<file path="src/rtl/imem_loader_if.sv">
// imem_loader_if: byte-stream handshake and IMEM write port of the program loader.
interface imem_loader_if #(
    parameter int PC_WIDTH    = 32,
    parameter int INSTR_WIDTH = 32
);
    logic [7:0]             Byte_In;
    logic                   Byte_Valid;
    logic                   Byte_Ready;
    logic                   IMEM_We;
    logic [PC_WIDTH-1:0]    IMEM_Addr;
    logic [INSTR_WIDTH-1:0] IMEM_Wdata;
    modport master (input Byte_In, Byte_Valid, output Byte_Ready, IMEM_We, IMEM_Addr, IMEM_Wdata);
    modport slave (output Byte_In, Byte_Valid, input Byte_Ready, IMEM_We, IMEM_Addr, IMEM_Wdata);
endinterface

</file>
<file path="src/rtl/imem_program_loader.sv">
// imem_program_loader: boot loader streaming a length-prefixed image into IMEM while stalling the core.
// Define IMEM_LOADER_CHECKSUM_EN to require a trailing 32-bit additive checksum after the words.
module imem_program_loader #(
    parameter int PC_WIDTH    = 32,
    parameter int INSTR_WIDTH = 32,
    parameter int IMEM_DEPTH  = 1024
) (
    input  logic                        clk,
    input  logic                        rst_n,
    input  logic                        Load_Start,
    imem_loader_if.master               bus,
    output logic                        CPU_Hold,
    output logic                        Load_Done,
    output logic                        Load_Error,
    output logic [$clog2(IMEM_DEPTH):0] Words_Loaded
);
    localparam int CW = $clog2(IMEM_DEPTH) + 1;
    typedef enum logic [2:0] {
        IDLE, LEN, DATA, WRITE,
`ifdef IMEM_LOADER_CHECKSUM_EN
        CSUM,
`endif
        DONE, ERR
    } state_t;
`ifdef IMEM_LOADER_CHECKSUM_EN
    localparam state_t FIN = CSUM;
`else
    localparam state_t FIN = DONE;
`endif
    state_t                 state_q, state_d;
    logic [1:0]             cnt_q, cnt_d;
    logic [31:0]            shift_q, shift_d, word;
    logic [CW-1:0]          len_q, len_d, idx_q, idx_d;
    logic                   ready_q, ready_d, we_q, we_d, hold_q, hold_d;
    logic                   done_q, done_d, err_q, err_d;
    logic [PC_WIDTH-1:0]    addr_q, addr_d;
    logic [INSTR_WIDTH-1:0] wdata_q, wdata_d;
    logic                   take, last;
`ifdef IMEM_LOADER_CHECKSUM_EN
    logic [31:0]            sum_q, sum_d;
`endif
    assign take = bus.Byte_Valid && ready_q;
    assign last = take && cnt_q == 2'd3;
    // bytes arrive LSB first, so each new byte enters at the top
    assign word = {bus.Byte_In, shift_q[31:8]};
    always_comb begin
        state_d = state_q;
        cnt_d   = take ? cnt_q + 2'd1 : cnt_q;
        shift_d = take ? word : shift_q;
        len_d   = len_q;
        idx_d   = idx_q;
        we_d    = 1'b0;
        addr_d  = addr_q;
        wdata_d = wdata_q;
`ifdef IMEM_LOADER_CHECKSUM_EN
        sum_d   = sum_q;
`endif
        case (state_q)
            LEN: if (last) begin
                len_d   = word[CW-1:0];
                state_d = word > 32'(IMEM_DEPTH) ? ERR : word == 32'd0 ? FIN : DATA;
            end
            DATA: if (last) begin
                state_d = WRITE;
                we_d    = 1'b1;
                addr_d  = PC_WIDTH'(idx_q) << 2;
                wdata_d = word;
            end
            WRITE: begin
                idx_d   = idx_q + CW'(1);
                state_d = idx_q + CW'(1) < len_q ? DATA : FIN;
`ifdef IMEM_LOADER_CHECKSUM_EN
                sum_d   = sum_q + wdata_q;
`endif
            end
`ifdef IMEM_LOADER_CHECKSUM_EN
            CSUM: if (last) state_d = word == sum_q ? DONE : ERR;
`endif
            default: if (Load_Start) begin
                state_d = LEN;
                cnt_d   = 2'd0;
                idx_d   = '0;
`ifdef IMEM_LOADER_CHECKSUM_EN
                sum_d   = '0;
`endif
            end
        endcase
        ready_d = state_d == LEN || state_d == DATA;
`ifdef IMEM_LOADER_CHECKSUM_EN
        ready_d = ready_d || state_d == CSUM;
`endif
        hold_d  = state_d != IDLE && state_d != DONE;
        done_d  = state_d == DONE;
        err_d   = state_d == ERR;
    end
    always_ff @(posedge clk) begin
        if (!rst_n) begin
            state_q <= IDLE;
            cnt_q   <= 2'd0;
            shift_q <= '0;
            len_q   <= '0;
            idx_q   <= '0;
            ready_q <= 1'b0;
            we_q    <= 1'b0;
            addr_q  <= '0;
            wdata_q <= '0;
            hold_q  <= 1'b0;
            done_q  <= 1'b0;
            err_q   <= 1'b0;
`ifdef IMEM_LOADER_CHECKSUM_EN
            sum_q   <= '0;
`endif
        end else begin
            state_q <= state_d;
            cnt_q   <= cnt_d;
            shift_q <= shift_d;
            len_q   <= len_d;
            idx_q   <= idx_d;
            ready_q <= ready_d;
            we_q    <= we_d;
            addr_q  <= addr_d;
            wdata_q <= wdata_d;
            hold_q  <= hold_d;
            done_q  <= done_d;
            err_q   <= err_d;
`ifdef IMEM_LOADER_CHECKSUM_EN
            sum_q   <= sum_d;
`endif
        end
    end
    assign bus.Byte_Ready = ready_q;
    assign bus.IMEM_We    = we_q;
    assign bus.IMEM_Addr  = addr_q;
    assign bus.IMEM_Wdata = wdata_q;
    assign CPU_Hold       = hold_q;
    assign Load_Done      = done_q;
    assign Load_Error     = err_q;
    assign Words_Loaded   = idx_q;
endmodule

</file>
<file path="src/flat_wrapper.sv">
// flat-port wrapper written by rule: the top's interface ports become plain ports
module imem_program_loader_flat 
#(
    parameter int PC_WIDTH    = 32,
    parameter int INSTR_WIDTH = 32,
    parameter int IMEM_DEPTH  = 1024
)
  (clk, rst_n, Load_Start, CPU_Hold, Load_Done, Load_Error, Words_Loaded, bus_Byte_In, bus_Byte_Valid, bus_Byte_Ready, bus_IMEM_We, bus_IMEM_Addr, bus_IMEM_Wdata);
  imem_loader_if #(.PC_WIDTH(PC_WIDTH), .INSTR_WIDTH(INSTR_WIDTH)) bus_i ();
  input  logic clk;
  input  logic rst_n;
  input  logic Load_Start;
  output logic CPU_Hold;
  output logic Load_Done;
  output logic Load_Error;
  output logic [$clog2(IMEM_DEPTH):0] Words_Loaded;
  input wire logic [$bits(bus_i.Byte_In)-1:0] bus_Byte_In;
  input wire logic [$bits(bus_i.Byte_Valid)-1:0] bus_Byte_Valid;
  output wire logic [$bits(bus_i.Byte_Ready)-1:0] bus_Byte_Ready;
  output wire logic [$bits(bus_i.IMEM_We)-1:0] bus_IMEM_We;
  output wire logic [$bits(bus_i.IMEM_Addr)-1:0] bus_IMEM_Addr;
  output wire logic [$bits(bus_i.IMEM_Wdata)-1:0] bus_IMEM_Wdata;
  assign bus_i.Byte_In = bus_Byte_In;
  assign bus_i.Byte_Valid = bus_Byte_Valid;
  assign bus_Byte_Ready = bus_i.Byte_Ready;
  assign bus_IMEM_We = bus_i.IMEM_We;
  assign bus_IMEM_Addr = bus_i.IMEM_Addr;
  assign bus_IMEM_Wdata = bus_i.IMEM_Wdata;
  imem_program_loader #(.PC_WIDTH(PC_WIDTH), .INSTR_WIDTH(INSTR_WIDTH), .IMEM_DEPTH(IMEM_DEPTH)) u_core (.clk(clk), .rst_n(rst_n), .Load_Start(Load_Start), .bus(bus_i), .CPU_Hold(CPU_Hold), .Load_Done(Load_Done), .Load_Error(Load_Error), .Words_Loaded(Words_Loaded));
endmodule
</file>
<file path="config.mk">
export PLATFORM = sky130hd
export DESIGN_NAME = imem_program_loader_flat
export DESIGN_NICKNAME = d
export VERILOG_FILES = /design/src/rtl/imem_loader_if.sv /design/src/rtl/imem_program_loader.sv /design/src/flat_wrapper.sv
export SDC_FILE = /design/constraint.sdc
export NUM_CORES = 1
export LEC_CHECK = 0
export CAP_MARGIN = 30
export CORE_MARGIN = 8
export CORE_UTILIZATION = 54
export DETAILED_ROUTE_END_ITERATION = 10
export PLACE_DENSITY = 0.87
export RECOVER_POWER = 50
export SYNTH_ARGS = -nofsm -noshare
export SYNTH_HDL_FRONTEND = slang
export SYNTH_SLANG_ARGS = --single-unit
</file>
<file path="constraint.sdc">
create_clock -name clk -period 4.7 [get_ports clk]
set_input_delay 0.94 -clock clk [delete_from_list [all_inputs] [get_ports clk]]
set_output_delay 0.94 -clock clk [all_outputs]
set_load 0.005 [all_outputs]
</file>
# Yosys cells after proc, flatten, opt, wreduce, memory -nomap -nowiden

Index checks and enable logic that the tools add are counted.

Bitwise operators: 1
Equality and inequality tests: 9
Multiplexer cells: 13
Add/sub/neg operators: 2
Reductions and logical operators: 13
Order comparisons: 2

Operator list:

| cell                  | count |
|---|---|
| $gt 32x11->1 const B  | 1 |
| $logic_not 32->1      | 1 |
| $pmux 11 s2           | 1 |
| $mux 3                | 6 |
| $add 11x1->11 const B | 1 |
| $lt 11x11->1          | 1 |
| $mux 11               | 1 |
| $eq 3x2->1 const B    | 3 |
| $pmux 3 s3            | 1 |
| $reduce_and 2->1      | 4 |
| $eq 3x1->1 const B    | 2 |
| $eq 3x3->1 const B    | 2 |
| $mux 2                | 3 |
| $logic_and 1x1->1     | 3 |
| $ne 3x3->1 const B    | 1 |
| $reduce_bool 3->1     | 1 |
| $reduce_or 3->1       | 1 |
| $add 2x1->2 const B   | 1 |
| $eq 2x2->1 const B    | 1 |
| $reduce_bool 2->1     | 1 |
| $reduce_or 2->1       | 1 |
| $logic_or 1x1->1      | 1 |
| $mux 1                | 1 |
| $not 1->1             | 1 |

Bits in registers: 107
Word-level logic and storage cells: 52
Output and inout port bits: 80
Input bits: 12

# Longest topological paths before layout

Depth after elaboration: 7
Gate-level depth with buffers: 12
Depth with buffers taken out: 12

# Worst setup path after synthesis

OpenSTA, ideal clock, no wires.

Kind: register to register
Start: reg u_core.idx_q[3] (netlist: u_core.Words_Loaded[3])
End: reg u_core.done_q (netlist: u_core.Load_Done)
Setup slack: 1.965 ns
Arrival: 2.620 ns
Stages on the path, launching flop included: 13
Required time: 4.586 ns
Period minus slack after synthesis: 2.735 ns
Cell sequence: dfxtp_1 -> clkbuf_1 -> nand3_1 -> or2_2 -> nor2_1 -> xor2_1 -> ha_1 -> nand2_1 -> nor3_1 -> a221oi_1 -> o211a_1 -> o21bai_1 -> a2111oi_0

Word-level cells in the longest chain between the ends: 5

Ends and longest elaborated chain:

| what                   | RTL line                   | text |
|---|---|---|
| from (decl)            | imem_program_loader.sv:33  | `logic [CW-1:0] len_q, len_d, idx_q, idx_d;` |
| from (signal assigned) | imem_program_loader.sv:118 | `idx_q <= idx_d;` |
| $add 11x1->11          | imem_program_loader.sv:71  | `state_d = idx_q + CW'(1) < len_q ? DATA : FIN;` |
| $lt 11x11->1           | imem_program_loader.sv:71  |  |
| $mux 3                 | imem_program_loader.sv:71  |  |
| $pmux 3 s3             | imem_program_loader.sv:58  | `case (state_q)` |
| $eq 3x3->1             | imem_program_loader.sv:93  | `done_d = state_d == DONE;` |
| to (signal assigned)   | imem_program_loader.sv:124 | `done_q <= done_d;` |
| to (decl)              | imem_program_loader.sv:35  | `logic done_q, done_d, err_q, err_d;` |

No other way between the ends.
A chain may end at the register's enable or synchronous reset.

# Worst setup path in the final report

Start: in bus_Byte_Valid
End: reg u_core.done_q (netlist: u_core.Load_Done)

Word-level cells in the longest chain between the ends: 5
Elaborated cells on any way between the ends: 6

Ends and longest elaborated chain:

| what                             | RTL line                                             | text |
|---|---|---|
| from (decl)                      | flat_wrapper.sv:18                                   | `input wire logic [$bits(bus_i.Byte_Valid)-1:0] bus_Byte_Valid;` |
| $logic_and 1x1->1 (*)            | imem_program_loader.sv:42                            | `assign take = bus.Byte_Valid && ready_q;` |
| $logic_and 1x1->1 (*)            | imem_program_loader.sv:43                            | `assign last = take && cnt_q == 2'd3;` |
| $mux 3, on equally long branches | imem_program_loader.sv:63, imem_program_loader.sv:59 |  |
| $pmux 3 s3 (*)                   | imem_program_loader.sv:58                            |  |
| $eq 3x3->1 (*)                   | imem_program_loader.sv:93                            |  |

Every way passes the cells marked *; elsewhere a longest branch is shown, timed or not.

==> results.yml <==
synthesis:
  yosysWarnings: 0
  async_flop_share_pct: 0
  synth.distinct_cells: 37
  ys_seq_elements: 99
  synth_ff_type: "dfxtp_1"
  syn_inst: 526
  syn_avg_cell_area_um2: 7.96
  ys_seq_area_share_pct: 47.4
  synth_top_area_share_pct: 47.4
  synthTopCellsByArea: "dfxtp_1 (47%), nand2_1 (14%), a21oi_1 (9.6%)"
  syn_area_mm2: 0.00419
  synth_top_cell_by_area: "dfxtp_1"
  synth_edf_count: 0
cells_and_area:
  finalNetCount: 603
  final_area_mm2: 0.00503
  fin_util_pct: 66.1
  most-common-layout-cells: "nand2_1 (152), dfxtp_1 (99), a21oi_1 (80)"
  antennaDiodeCount: 0
  syn_to_final_growth_pct: 20.2
  fin_cells: 685
  fill_cells: 641
  layout_commonest_cell: "nand2_1"
  drive_gt1_share_pct: 3.60
pwr:
  power_leakage_nw: 2.06
  p_total_mw: 1.46
  ir_drop_mv: 0.184
  p_per_area_mw_per_mm2: 291
cts:
  cts.path.max_buffers: 2
  ctsHoldBuffers: 0
  htree_levels: 3
  insertion_delay_ns: 0.36
  cts_buffers: 9
  post_cts_resized: 0
  cts_root_buffer: "clkbuf_8"
  cts_tree: "built"
  cts_sinks: 99
  clkSlewWorstSetupHoldPaths_ns: 0.09
  post-cts-setup-buffers: 0
floorplan:
  row_count: 32
  core_mm2: 0.00761
  ioPinCount: 92
  start_util_pct: 55.0
  fp.dieH_um: 104
  fp.dieArea_mm2: 0.0108
  die_w_um: 104
detailed_routing:
  dr_total_vias: 3645
  antenna_left: 0
  via_per_inst: 5.32
  wirelength_mm: 9.60
  wl_per_cell_um: 14.0
  detail_route.iter0.violations: 199
  dr.pass1.iters: 4
  drc: 0
critical_path:
  slowest_stage: "or3_1"
  cp.required_ns: 4.90
  path_depth: 6
  cp-start-kind: "input port"
  cp-end-kind: "flop"
  r2r_start: "u_core.Words_Loaded[0]$_SDFFE_PN0P_"
  reg2reg_slack_ns: 1.64
  reg2regPathDepth: 12
  path_class: "in2reg"
  worstPathBufferInverterCount: 1
  crit_path_cell_trace: "dlygate4sd3_1, and2_0, nand2_1, or3_1, o21bai_1, a2111oi_0"
  r2r-end: "u_core.Load_Done$_SDFF_PN0_"
  cp_top_family: "simple AND/OR/NAND/NOR gates"
  max_stage_delay_ns: 0.66
  cp.arrival_ns: 3.43
  endpoint: "u_core.Load_Done$_SDFF_PN0_"
  crit_start: "bus_Byte_Valid"
  path_max_fanout: 17
global_route:
  track_usage_pct: 17.8
  antenna_found_initial: 0
  grt_pass1_vias: 3468
  grt_pass1_wl_mm: 16.3
  grt_max_degree: 53
  overflow: 0
timing:
  tns_ns: 0
  finalHoldViolCount: 0
  max_freq_mhz: 310
  setup_violations: 0
  tightest_slew_ns: 0.873
  skew_ns: 0.00678
  layout_min_cycle_time_ns: 3.22
  period_share_pct: 68.6
  drv_slew: 0
  rsz0062_at_grt: "false"
  slew_headroom_pct: 41.8
placement:
  post_dp_cell_area_mm2: 0.00484
  dp.final_hpwl_mm: 6.96
  io_buffers: 70
  gp_congestion: 0.856
  placed_cells: 669
worst_hold_path:
  hold_start: "u_core.bus.IMEM_Addr[4]$_SDFFE_PN0P_"
  min_path_type: "reg2reg"
run:
  maxCapViolCount: 0
run_status:
  outcome: "finished, final reports clean"
-- worst min-delay path by stage --
stage               cells past startpoint                                     to
finish                                  2   u_core.bus.IMEM_Addr[4]$_SDFFE_PN0P_
global route                            2  u_core.bus.IMEM_Addr[10]$_SDFFE_PN0P_
CTS                                     2   u_core.bus.IMEM_Addr[4]$_SDFFE_PN0P_
detailed placement                      2   u_core.bus.IMEM_Addr[4]$_SDFFE_PN0P_
global placement                        2   u_core.bus.IMEM_Addr[4]$_SDFFE_PN0P_
floorplan                               2             u_core.cnt_q[1]$_SDFF_PN0_
-- registers in the layout, summed over array words and instances, names as in the netlist --
signal and count:
u_core.len_q 11, u_core.bus.IMEM_Addr 11, u_core.bus.IMEM_We 1, u_core.Load_Done 1, u_core.bus.Byte_Ready 1, u_core.cnt_q 2
u_core.Words_Loaded 11, u_core.Load_Error 1, u_core.bus.IMEM_Wdata 32, u_core.CPU_Hold 1, u_core.shift_q 24, u_core.state_q 3
-- through the flow --
step	hold WS (ns)	setup WS, ns
global route	0.478	1.25
finish	0.453	1.48
detailed placement	0.446	1.34
CTS	0.458	1.67
floorplan	0.437	1.97
global placement	0.440	1.46
-- where the power goes --
group | total (mW) | internal, mW | leakage, nW | switching (mW)
registers | 0.853 | 0.846 | 0.799 | 0.00752
clock network | 0.540 | 0.249 | 0.0937 | 0.290
logic | 0.0696 | 0.0234 | 1.17 | 0.0462
-- synthesized netlist by cell type (all sizes together) (5+ instances only) --
library cell,number
nand4,6
inv,13
dfxtp,99
a21oi,80
buf,26
clkbuf,27
o21ai,5
nand3,5
ha,13
a22oi,7
nor2,35
mux2i,11
xnor2,7
nor4,6
nand2,152
-- routing by layer --
metal / global-route usage [%] / wire, um
met4: 6.51 / 135
met2: 30.8 / 4790
met1: 19.6 / 3960
met3: 6.32 / 725
met5: 0 / 0
-- layout make-up --
| cell class | instances | area [um^2] | area share [%] |
|---|---|---|---|
| tap | 102 | 128 | 2.54 |
| clock buffer | 11 | 131 | 2.61 |
| sequential | 99 | 1980 | 39.4 |
| clock inverter | 5 | 63.8 | 1.27 |
| timing repair buffer | 74 | 727 | 14.5 |
| inverter | 13 | 48.8 | 0.970 |
| multi-input combinational | 381 | 1950 | 38.8 |
-- cells by family (layout without fill, tap and decap cells) --
kind of cell | Yosys count | count (layout) | synth area share (%)
compound gates | 105 | 105 | 14.2
xor+xnor | 11 | 11 | 2.30
mux | 11 | 11 | 2.63
flops | 99 | 99 | 47.4
buf+inv | 66 | 103 | 7.86
fa+ha+maj | 13 | 13 | 3.89
simple gates | 220 | 220 | 21.7
other cells | 1 | 21 | 0.0896
-- tightest hold or removal path, cell delays in order, from the launching register on --
cell	delay, ns
dfxtp_1	0.31
nand2_1	0.05
a21oi_1	0.05
Note: power is estimated with default switching activity, not from simulation.
